### src/rtl/kp_pkg.sv
// Shared constants and types for the keypad scanner / dot-matrix controller.
package kp_pkg;
  localparam int KP_N_DEF   = 4;
  localparam int DOT_N_DEF  = 2 * KP_N_DEF;
  localparam int CODE_W_DEF = $clog2(KP_N_DEF * KP_N_DEF);

  localparam int MODE_LAST   = 0;
  localparam int MODE_TOGGLE = 1;

  typedef enum logic [1:0] {IDLE, CAND, HELD} deb_state_e;
endpackage

### src/rtl/keypad_dot_ctrl_tick_gen.sv
// Free-running prescaler: counts 0..DIV-1 and flags the last count as a one-clock tick.
module tick_gen #(
  parameter int DIV = 4
) (
  input  logic clk,
  input  logic rst,
  output logic tick
);
  localparam int CW = (DIV > 1) ? $clog2(DIV) : 1;

  logic [CW-1:0] cnt_q;

  always_ff @(posedge clk or negedge rst) begin
    if (!rst) begin
      cnt_q <= '0;
    end else if (cnt_q == CW'(DIV - 1)) begin
      cnt_q <= '0;
    end else begin
      cnt_q <= cnt_q + 1'b1;
    end
  end

  assign tick = (cnt_q == CW'(DIV - 1));
endmodule

### src/rtl/keypad_dot_ctrl.sv
// Keypad scanner with whole-scan debounce and key events, driving a multiplexed
// dot matrix where every key owns one 2x2 cell; MODE picks last-key or toggle display.
module keypad_dot_ctrl
  import kp_pkg::*;
#(
  parameter int KP_N     = KP_N_DEF,
  parameter int SCAN_DIV = 500000,
  parameter int DOT_DIV  = 5000,
  parameter int DEB_CNT  = 3,
  parameter int MODE     = MODE_LAST,
  localparam int DOT_N   = 2 * KP_N,
  localparam int CODE_W  = $clog2(KP_N * KP_N)
) (
  input  logic              clk,
  input  logic              rst,
  input  logic [KP_N-1:0]   keypadCol,
  input  logic              clr,
  output logic [KP_N-1:0]   keypadRow,
  output logic [DOT_N-1:0]  dot_row,
  output logic [DOT_N-1:0]  dot_col,
  output logic              key_valid,
  output logic [CODE_W-1:0] key_code
);
  localparam int NKEYS = KP_N * KP_N;
  localparam int RW    = (KP_N > 1) ? $clog2(KP_N) : 1;
  localparam int KW    = $clog2(DOT_N);
  localparam int DW    = $clog2(DEB_CNT + 1);

  logic scanTick, dotTick;

  tick_gen #(.DIV(SCAN_DIV)) uScanTick (.clk(clk), .rst(rst), .tick(scanTick));
  tick_gen #(.DIV(DOT_DIV))  uDotTick  (.clk(clk), .rst(rst), .tick(dotTick));

  logic [RW-1:0]     rowIdx_q;
  logic [KP_N-1:0]   keypadRow_q;
  logic [1:0]        hits_q;
  logic [CODE_W-1:0] first_q, cand_q, keyCode_q;
  logic [DW-1:0]     cnt_q;
  deb_state_e        state_q;
  logic [NKEYS-1:0]  bitmap_q;
  logic              keyValid_q;
  logic [KW-1:0]     dotIdx_q;
  logic [DOT_N-1:0]  dotRow_q, dotCol_q;

  logic [1:0]        slotHits, scanHits;
  logic [RW-1:0]     slotCol;
  logic [CODE_W-1:0] slotCode, scanFirst, acceptCode;
  logic              endOfScan, acceptNow;
  logic [NKEYS-1:0]  acceptOneHot;

  // The hit count and first code include the slot being sampled right now, so the
  // end-of-scan decision sees all KP_N slots of the scan.
  always_comb begin
    slotHits = 2'd0;
    slotCol  = '0;
    for (int c = 0; c < KP_N; c++) begin
      if (!keypadCol[c]) begin
        if (slotHits == 2'd0) slotCol = RW'(c);
        slotHits = (slotHits == 2'd0) ? 2'd1 : 2'd2;
      end
    end
    slotCode  = CODE_W'(int'(rowIdx_q) * KP_N + int'(slotCol));
    scanHits  = (({1'b0, hits_q} + {1'b0, slotHits}) >= 3'd2) ? 2'd2 : (hits_q + slotHits);
    scanFirst = (hits_q == 2'd0 && slotHits != 2'd0) ? slotCode : first_q;
    endOfScan = scanTick && (rowIdx_q == RW'(KP_N - 1));

    acceptNow  = 1'b0;
    acceptCode = cand_q;
    if (endOfScan && scanHits == 2'd1) begin
      if (state_q == IDLE && DEB_CNT == 1) begin
        acceptNow  = 1'b1;
        acceptCode = scanFirst;
      end else if (state_q == CAND && scanFirst == cand_q && cnt_q == DW'(DEB_CNT - 1)) begin
        acceptNow = 1'b1;
      end
    end
    acceptOneHot = '0;
    acceptOneHot[acceptCode] = 1'b1;
  end

  always_ff @(posedge clk or negedge rst) begin
    if (!rst) begin
      rowIdx_q    <= '0;
      keypadRow_q <= {{(KP_N-1){1'b1}}, 1'b0};
      hits_q      <= 2'd0;
      first_q     <= '0;
      cand_q      <= '0;
      cnt_q       <= '0;
      state_q     <= IDLE;
      bitmap_q    <= '0;
      keyValid_q  <= 1'b0;
      keyCode_q   <= '0;
    end else begin
      keyValid_q <= acceptNow;
      if (acceptNow) keyCode_q <= acceptCode;
      if (clr) begin
        bitmap_q <= '0;
      end else if (acceptNow) begin
        bitmap_q <= (MODE == MODE_TOGGLE) ? (bitmap_q ^ acceptOneHot) : acceptOneHot;
      end

      if (scanTick) begin
        rowIdx_q    <= (rowIdx_q == RW'(KP_N - 1)) ? '0 : rowIdx_q + 1'b1;
        keypadRow_q <= {keypadRow_q[KP_N-2:0], keypadRow_q[KP_N-1]};
        hits_q      <= endOfScan ? 2'd0 : scanHits;
        first_q     <= endOfScan ? '0 : scanFirst;
      end

      // HELD only leaves on an empty scan, so a long hold never repeats.
      if (endOfScan) begin
        unique case (state_q)
          IDLE: begin
            if (scanHits == 2'd1) begin
              cand_q  <= scanFirst;
              cnt_q   <= DW'(1);
              state_q <= (DEB_CNT == 1) ? HELD : CAND;
            end
          end
          CAND: begin
            if (scanHits != 2'd1) begin
              state_q <= IDLE;
            end else if (scanFirst != cand_q) begin
              cand_q <= scanFirst;
              cnt_q  <= DW'(1);
            end else if (acceptNow) begin
              state_q <= HELD;
            end else begin
              cnt_q <= cnt_q + 1'b1;
            end
          end
          HELD: begin
            if (scanHits == 2'd0) state_q <= IDLE;
          end
          default: state_q <= IDLE;
        endcase
      end
    end
  end

  logic [KW-1:0]    dotIdxNext;
  logic [DOT_N-1:0] dotRowNext, dotColNext;

  always_comb begin
    dotIdxNext = (dotIdx_q == KW'(DOT_N - 1)) ? '0 : dotIdx_q + 1'b1;
    dotRowNext = '1;
    dotRowNext[KW'(DOT_N - 1) - dotIdxNext] = 1'b0;
    dotColNext = '0;
    for (int r = 0; r < KP_N; r++) begin
      if (bitmap_q[r * KP_N + int'(dotIdxNext[KW-1:1])]) dotColNext[2*r +: 2] = 2'b11;
    end
  end

  // Row select and column data load together from the bitmap as it stands at the tick.
  always_ff @(posedge clk or negedge rst) begin
    if (!rst) begin
      dotIdx_q <= '0;
      dotRow_q <= '1;
      dotCol_q <= '0;
    end else if (dotTick) begin
      dotIdx_q <= dotIdxNext;
      dotRow_q <= dotRowNext;
      dotCol_q <= dotColNext;
    end
  end

  assign keypadRow = keypadRow_q;
  assign dot_row   = dotRow_q;
  assign dot_col   = dotCol_q;
  assign key_valid = keyValid_q;
  assign key_code  = keyCode_q;
endmodule

### config.mk
export PLATFORM = sky130hd
export DESIGN_NAME = keypad_dot_ctrl
export DESIGN_NICKNAME = d
export VERILOG_FILES = /design/src/rtl/kp_pkg.sv /design/src/rtl/keypad_dot_ctrl_tick_gen.sv /design/src/rtl/keypad_dot_ctrl.sv
export SDC_FILE = /design/constraint.sdc
export NUM_CORES = 1
export LEC_CHECK = 0
export ABC_AREA = 1
export CORE_ASPECT_RATIO = 1.2
export CORE_MARGIN = 3
export CORE_UTILIZATION = 64
export CTS_CLUSTER_SIZE = 25
export DETAILED_ROUTE_END_ITERATION = 10
export HOLD_SLACK_MARGIN = 0.05
export PLACE_DENSITY = 0.86
export SLEW_MARGIN = 20
export SYNTH_ARGS = -nofsm -noshare
export SYNTH_HDL_FRONTEND = slang
export SYNTH_SLANG_ARGS = --single-unit
### constraint.sdc
create_clock -name clk -period 5.08 [get_ports clk]
set_clock_uncertainty 0.15 [all_clocks]
set_input_delay 0.508 -clock clk [delete_from_list [all_inputs] [get_ports clk]]
set_output_delay 0.508 -clock clk [all_outputs]
set_load 0.005 [all_outputs]
# Word level (Yosys, flattened, before mapping)
# Cells that the tools add are included.
dict set report word_totals {
  register_bits 92
  out_inout_bits 25
}
dict set report op_classes {
  mux 58
  bitwise_logic 1
  add_sub_neg 12
  magnitude_cmp 9
  n_eq_ne 18
  reduce_logical 19
}
# operator n
set ops {}
lappend ops {{two-way mux 2 bit} 25}
lappend ops {{two-way mux 16 bit} 2}
lappend ops {{two-way mux 4 bit} 5}
lappend ops {{adder 19 x 1 -> 19 bit (second input constant)} 1}
lappend ops {{equality test 19 bit (second input constant)} 1}
lappend ops {{two-way mux 19 bit} 1}
lappend ops {{AND reduction 5 bit} 3}
lappend ops {{two-way mux 1 bit} 14}
lappend ops {{adder 13 x 1 -> 13 bit (second input constant)} 1}
lappend ops {{equality test 13 bit (second input constant)} 1}
lappend ops {{two-way mux 13 bit} 1}
lappend ops {{binary-select mux 1 bit (select 4 bit)} 3}
lappend ops {{zero test 2 bit} 6}
lappend ops {{adder 4 x 2 -> 5 bit (first input constant)} 2}
lappend ops {{< comparator 4 x 5 -> 1 bit (second input constant)} 2}
lappend ops {{< comparator 5 bit (second input constant)} 2}
lappend ops {{NOT 8 bit} 1}
lappend ops {{case mux 4 bit (2 select lines)} 1}
lappend ops {{logical AND 1 bit} 7}
lappend ops {{equality test 2 bit (second input constant)} 3}
lappend ops {{!= test 2 bit (second input constant)} 3}
lappend ops {{!= test 3 x 2 -> 1 bit (second input constant)} 2}
lappend ops {{case mux 2 bit (3 select lines)} 1}
lappend ops {{nonzero test 2 bit} 3}
lappend ops {{other kinds (23)} 26}

# Longest topological paths before layout
dict set report logic_depth {
  depth_word 22
  ltp_mapped 18
}

# By module
# From an unflattened synthesis, not the netlist that was laid out.
dict set report unflattened {
  cells_unflattened 602
  hier_area_um2 4768.3
}
# module cells_per_inst instances seq_area_each_um2 area_each_um2
set modules_own_cells {}
lappend modules_own_cells {keypad_dot_ctrl 349 1 1415.1 2885.3}
lappend modules_own_cells {{tick_gen (uScanTick)} 151 1 475.5 1129.8}
lappend modules_own_cells {{tick_gen (uDotTick)} 102 1 325.3 753.2}

# Worst setup path after synthesis
# No wires, ideal clock.
dict set report synth_timing {
  path_kind {in2reg}
  startpoint {input keypadCol[0]}
  endpoint {register bitmap_q[3]}
  required_ns 4.864
  t_arrival_ns 2.890
  path_stages 17
  path_slack_ns 1.975
  setup_ns 0.066
  path_buffers 1
  path_cell_list {inv_1 -> ha_1 -> inv_1 -> nand3_1 -> nand2_1 -> o21ai_0 -> inv_1 -> ha_1 -> inv_1 -> fa_1 -> nand2_1 -> nor2_1 -> inv_1 -> nor3_2 -> clkbuf_1 -> nand4_1 -> nand2_1}
}
dict set report synth_between {
  elab_chain_len 19
  word_cells_on_any_way 32
  classes_between {add/sub: 3; order compare: 1; eq/ne: 2; mux: 17; reduce/logical: 9}
}
# element line_no
set synth_lines {}
lappend synth_lines {{start, declared} keypad_dot_ctrl.sv:16} ;# input logic [KP_N-1:0] keypadCol,
lappend synth_lines {{two-way mux 1 bit *} keypad_dot_ctrl.sv:57} ;# if (!keypadCol[c]) begin
lappend synth_lines {{branches (longest 16 deep; another with adder 4 x 2 -> 4 bit)} -}
lappend synth_lines {{two-way mux 1 bit *} keypad_dot_ctrl.sv:69} ;# if (endOfScan && scanHits == 2'd1) begin
lappend synth_lines {{nonzero test 2 bit (no line) *} -}
lappend synth_lines {{end signal, assigned} keypad_dot_ctrl.sv:99} ;# bitmap_q <= (MODE == MODE_TOGGLE) ? (bitmap_q ^ acceptOneHot) : acceptOneHot;
lappend synth_lines {{end, declared} keypad_dot_ctrl.sv:40} ;# logic [NKEYS-1:0] bitmap_q;
# Mark *: on every way between the ends.
# A chain may end at the register's enable or synchronous reset.

# Final worst setup path
dict set report layout_timing {
  startpoint {input keypadCol[0]}
  endpoint {register cand_q[3], in the netlist acceptCode[3]}
}
dict set report layout_between {
  elab_chain_len 16
  word_cells_on_any_way 35
  classes_between {add/sub: 3; order compare: 1; eq/ne: 6; mux: 19; reduce/logical: 6}
}
# element line_no
set layout_lines {}
lappend layout_lines {{two-way mux 1 bit *} keypad_dot_ctrl.sv:57}
lappend layout_lines {{zero test 2 bit} {keypad_dot_ctrl.sv:58, keypad_dot_ctrl.sv:59}}
lappend layout_lines {{two-way mux 2 bit} keypad_dot_ctrl.sv:59} ;# slotHits = (slotHits == 2'd0) ? 2'd1 : 2'd2;
lappend layout_lines {{two-way mux 2 bit} keypad_dot_ctrl.sv:57}
lappend layout_lines {{zero test 2 bit} {keypad_dot_ctrl.sv:58, keypad_dot_ctrl.sv:59}}
lappend layout_lines {{two-way mux 2 bit} keypad_dot_ctrl.sv:59}
lappend layout_lines {{two-way mux 2 bit} keypad_dot_ctrl.sv:57}
lappend layout_lines {{zero test 2 bit} {keypad_dot_ctrl.sv:58, keypad_dot_ctrl.sv:59}}
lappend layout_lines {{two-way mux 2 bit} keypad_dot_ctrl.sv:59}
lappend layout_lines {{two-way mux 2 bit} keypad_dot_ctrl.sv:57}
lappend layout_lines {{adder 2 x 2 -> 3 bit / nonzero test 2 bit (equally long branches)} {keypad_dot_ctrl.sv:63, keypad_dot_ctrl.sv:64}}
lappend layout_lines {{>= comparator 3 x 2 -> 1 bit / logical AND 1 bit (equally long branches)} {keypad_dot_ctrl.sv:63, keypad_dot_ctrl.sv:64}}
lappend layout_lines {{two-way mux 2 bit / two-way mux 4 bit (equally long branches)} {keypad_dot_ctrl.sv:63, keypad_dot_ctrl.sv:64}}
lappend layout_lines {{!= test 2 x 1 -> 1 bit (tied with other cells)} keypad_dot_ctrl.sv:120} ;# if (scanHits != 2'd1) begin
lappend layout_lines {{!= test 2 bit (no line) (tied with other cells)} -}
lappend layout_lines {{AND reduction 5 bit (no line) / case mux 4 bit (2 select lines) (equally long branches)} -}
lappend layout_lines {{end signal, assigned} keypad_dot_ctrl.sv:114} ;# cand_q <= scanFirst;
lappend layout_lines {{end signal, assigned} keypad_dot_ctrl.sv:123} ;# cand_q <= scanFirst;
lappend layout_lines {{end, declared} keypad_dot_ctrl.sv:37} ;# logic [CODE_W-1:0] first_q, cand_q, keyCode_q;
# Every way passes the cells marked *; elsewhere a longest branch is shown, timed or not. The select of a mux whose other input is x is not followed.

==> results list <==
* Die area: 8510 um^2
- Standard cell core area: between 7000 and 8000 um^2
- Worst setup path category: input port to flip-flop
- Deepest level of the CTS H-tree: 3
- Clock buffers created by TritonCTS: 9
- Sequential cell fraction of total power: between 50% and 60%
* Worst min-delay path class: input port to async pin
- Measured slew at the worst slew-check pin: ~0.99 ns
- Clock sink count: 88
* RD Place Congestion: about 0.86
- Across all layers, the routed design uses roughly 3.9k vias.
- CP Data Required Time: 5.14 ns
- Maximum clock rate: 0.263 GHz
- The analysis attributes to net switching a power of ~0.0003 W.
* Initial Utilization: between 60% and 70%
* Sequential element share of the synthesized area: between 40 and 50%
- In this run, synthesis produced a sequential element count of between 80 and 90.
- Number of instances in the synthesized netlist: roughly 600
- After clock tree synthesis, the clock-pin slew on the worst setup and hold paths is roughly 0.1 ns.
- The net count of the finished layout is roughly 640.
* Final number of setup-violating endpoints: 0
- Highest-count cells in the layout ignoring fill and taps: nand2_1, inv_1, dfrtp_1
- Clock latency of the later-clocked register in the worst-skew pair: about 0.36 ns
- Post-CTS setup repair buffer count: 0
- Input and output buffers added on the ports amount to 31.
* Cell type with the highest aggregate area in the netlist: dfrtp_1
- Synth Cell Area: between 4000 and 5000 um^2
* Nets in the synthesized netlist: ~600
* Static power due to leakage: 2.66 nW
- Max-cap violations: 0
- By area the synthesized netlist is led by dfrtp_1, nand2_1, inv_1.
- Async set or reset register ratio after synthesis: 100%
* Count of TritonRoute iterations in the first routing pass: 5
- For this design, the CTS-stage hold fixing added 0 buffers.
* Final count of pins violating max slew: 0
- Number of warnings issued by yosys: 0
* Status: finished clean
- Summed over all layers, the routed wires come to 9730 um.
* Number of hold violations in the final report: 0
* Main synth FF type: dfrtp_1
- Entering global routing, the biggest net connects 89 pins.
- Die Height: around 100 um
- The detail route stage leaves a number of antenna-violating nets equal to 0.
- Sw frac: between 20% and 30%
- Total power divided by cell area: ~240 nW/um^2
- Drt initial violations: 260
- Critical path capture point type: flip-flop
- Slew Limit Headroom: roughly 33%
* Tcrit/Tclk final: around three quarters
- Number of enable-type register cells in the synthesized netlist: 0
- Of all nets on the critical path, the largest fanout is 8.
- The wire-length estimate of the detail-placed layout is 7210 um.
- After clock tree synthesis, the repair step resized 0 gates.
* Root buffer cell: clkbuf_8
- Number of rows created at floorplan: 33
* Clock share of power: 40.4%
- Final hold analysis gives a worst-case slack of 0.0352 ns.
- Inserted Diodes: 0
- STA classifies the critical path startpoint as an input port.
* IO Pins: 32
* Internal Dissipation: around 0.00099 W
- First-pass GRT wire length: roughly 17000 um
* Launch point of the critical path: keypadCol[0]
- Proportion of layout cells with a drive suffix above 1: approximately 9.8%
* Total congestion overflow: 0
- After detailed routing, the number of vias per cell comes to around 5.5.
* Area Overhead vs Synth: 11.5%
* Avg Inst Size Synth: 8.05 um^2
* Total track usage: between 20% and 30%
- The smallest clock period supported by the final layout is computed as 3.80 ns.
- Combinational logic is responsible for approximately 4.8% of the overall power.
* Per-cell routed wire length: roughly 14 um
* Residual DRC count: 0
- From left edge to right edge, the die measures approximately 85 um.
- Distinct cell type count after synthesis: between 40 and 50
- The worst-case IR drop observed on VDD is roughly 0.15 mV.
* Number of antenna violations at the first check in global routing: 0
* Reg-to-reg startpoint: uScanTick.cnt_q[7]
* Arrival time worst endpoint: a little under 4 ns
* Clock tree from TritonCTS: built
- The via count of the first global-routing pass was 3784.
- Leading cell type in the layout, fill and taps excluded: nand2_1
- The top cell type by area accounts for approximately two fifths of the synthesized area.
* Unrepaired setup endpoints after global routing: no
- Summed over all failing endpoints, the final setup total negative slack is 0 ns.
* Number of buffers on the longest clock path: 2
-- state kept, by name (all words and copies together), names as in the netlist, 3 cells and up --
register and flops:
uScanTick.cnt_q 19, bitmap_q 16, uDotTick.cnt_q 13, dot_row 8
acceptCode 4, dot_col 4, first_q 4, key_code 4
keypadRow 4, dotIdx_q 3
-- layer usage --
metal  wire [um]  up-vias  track usage, %
met1        4030     1859            30.5
met5           0        -               0
met3         432       14            4.25
li1            -     1954               -
met4         138        0            7.43
met2        5130      110            43.8
-- cell type report --
type | instances | area, um^2
sequential | 88 | 2220
inverter | 104 | 390
multi-input combinational | 384 | 2060
clock buffer | 9 | 124
timing repair buffer | 32 | 319
clock inverter | 6 | 83.8
tap | 87 | 109
fill | 532 | 1710
-- worst max-delay path, cell delays in order --
cell and delay (ns):
clkdlybuf4s50_1 0.53, inv_1 0.09, ha_1 0.31, inv_1 0.08, nand3_1 0.08, nand2_1 0.13
o21ai_0 0.10, inv_1 0.06, ha_1 0.13, inv_1 0.05, fa_1 0.48, nand2_1 0.07
nor2_1 0.11, inv_1 0.13, nor4_1 0.48, nand2_1 0.29, nand2_1 0.14, o21ai_0 0.11
-- cell usage after synthesis, types with 2 or more instances --
master	count
a21oi_1	9
a221oi_1	3
a22o_1	3
a2bb2oi_1	4
buf_2	3
buf_4	4
buf_6	2
clkbuf_1	6
dfrtp_1	77
dfstp_2	11
ha_1	12
inv_1	101
inv_2	3
nand2_1	130
nand2_2	6
nand3_1	39
nand3_2	12
nand3_4	2
nand3b_1	3
nand4_1	23
nor2_1	63
nor2_2	2
nor2_4	4
nor3_1	9
nor4_1	8
o21ai_0	28
o21ai_1	2
o22ai_1	5
xor2_1	4
-- power by group through the flow --
stage / Clock, W / Combinational, W / Sequential, W
after floorplan: 0 / 0.0000371 / 0.000719
after global placement: 0 / 0.0000592 / 0.000720
after detailed placement: 0 / 0.0000627 / 0.000720
after CTS: 0.000527 / 0.0000631 / 0.000706
after global routing: 0.000558 / 0.0000722 / 0.000707
final: 0.000521 / 0.0000623 / 0.000707
-- through the flow --
step	instances	utilization, %	instance area (um^2)	worst slack (ns)	power (W)
2_1_floorplan	591	-	4760	1.97	0.000756
3_3_place_gp	695	72.6	5090	1.24	0.000779
3_5_place_dp	695	72.6	5090	1.09	0.000783
4_1_cts	710	75.5	5300	1.31	0.00130
5_1_grt	710	75.6	5310	0.974	0.00134
6_report	710	75.6	5310	1.28	0.00129
-- logic make-up after synthesis --
kind of cell | Yosys count | synth area share [%]
adder cells (fa/ha/maj) | 13 | 3.58
buffers and inverters | 119 | 10.1
AND/OR/NAND/NOR | 307 | 31.5
AO/OA/AOI/OAI | 60 | 7.57
flip-flops | 88 | 46.6
XOR/XNOR | 4 | 0.736
-- worst paths after layout --
| kind | end | slack [ns] | cells past startpoint |
|---|---|---|---|
| worst max-delay path | acceptCode[3] | 1.28 | 18 |
| worst min-delay path | uDotTick.cnt_q[8] | 0.04 | 1 |
| worst max register to register | acceptCode[3] | 2.26 | 8 |
| worst min register to register | uScanTick.cnt_q[0] | 0.31 | 1 |
| max in group asynchronous | key_code[3] | 4.22 | 1 |
| min in group clk | uScanTick.cnt_q[0] | 0.31 | 1 |
No activity file was read; power rests on OpenSTA's default activity.
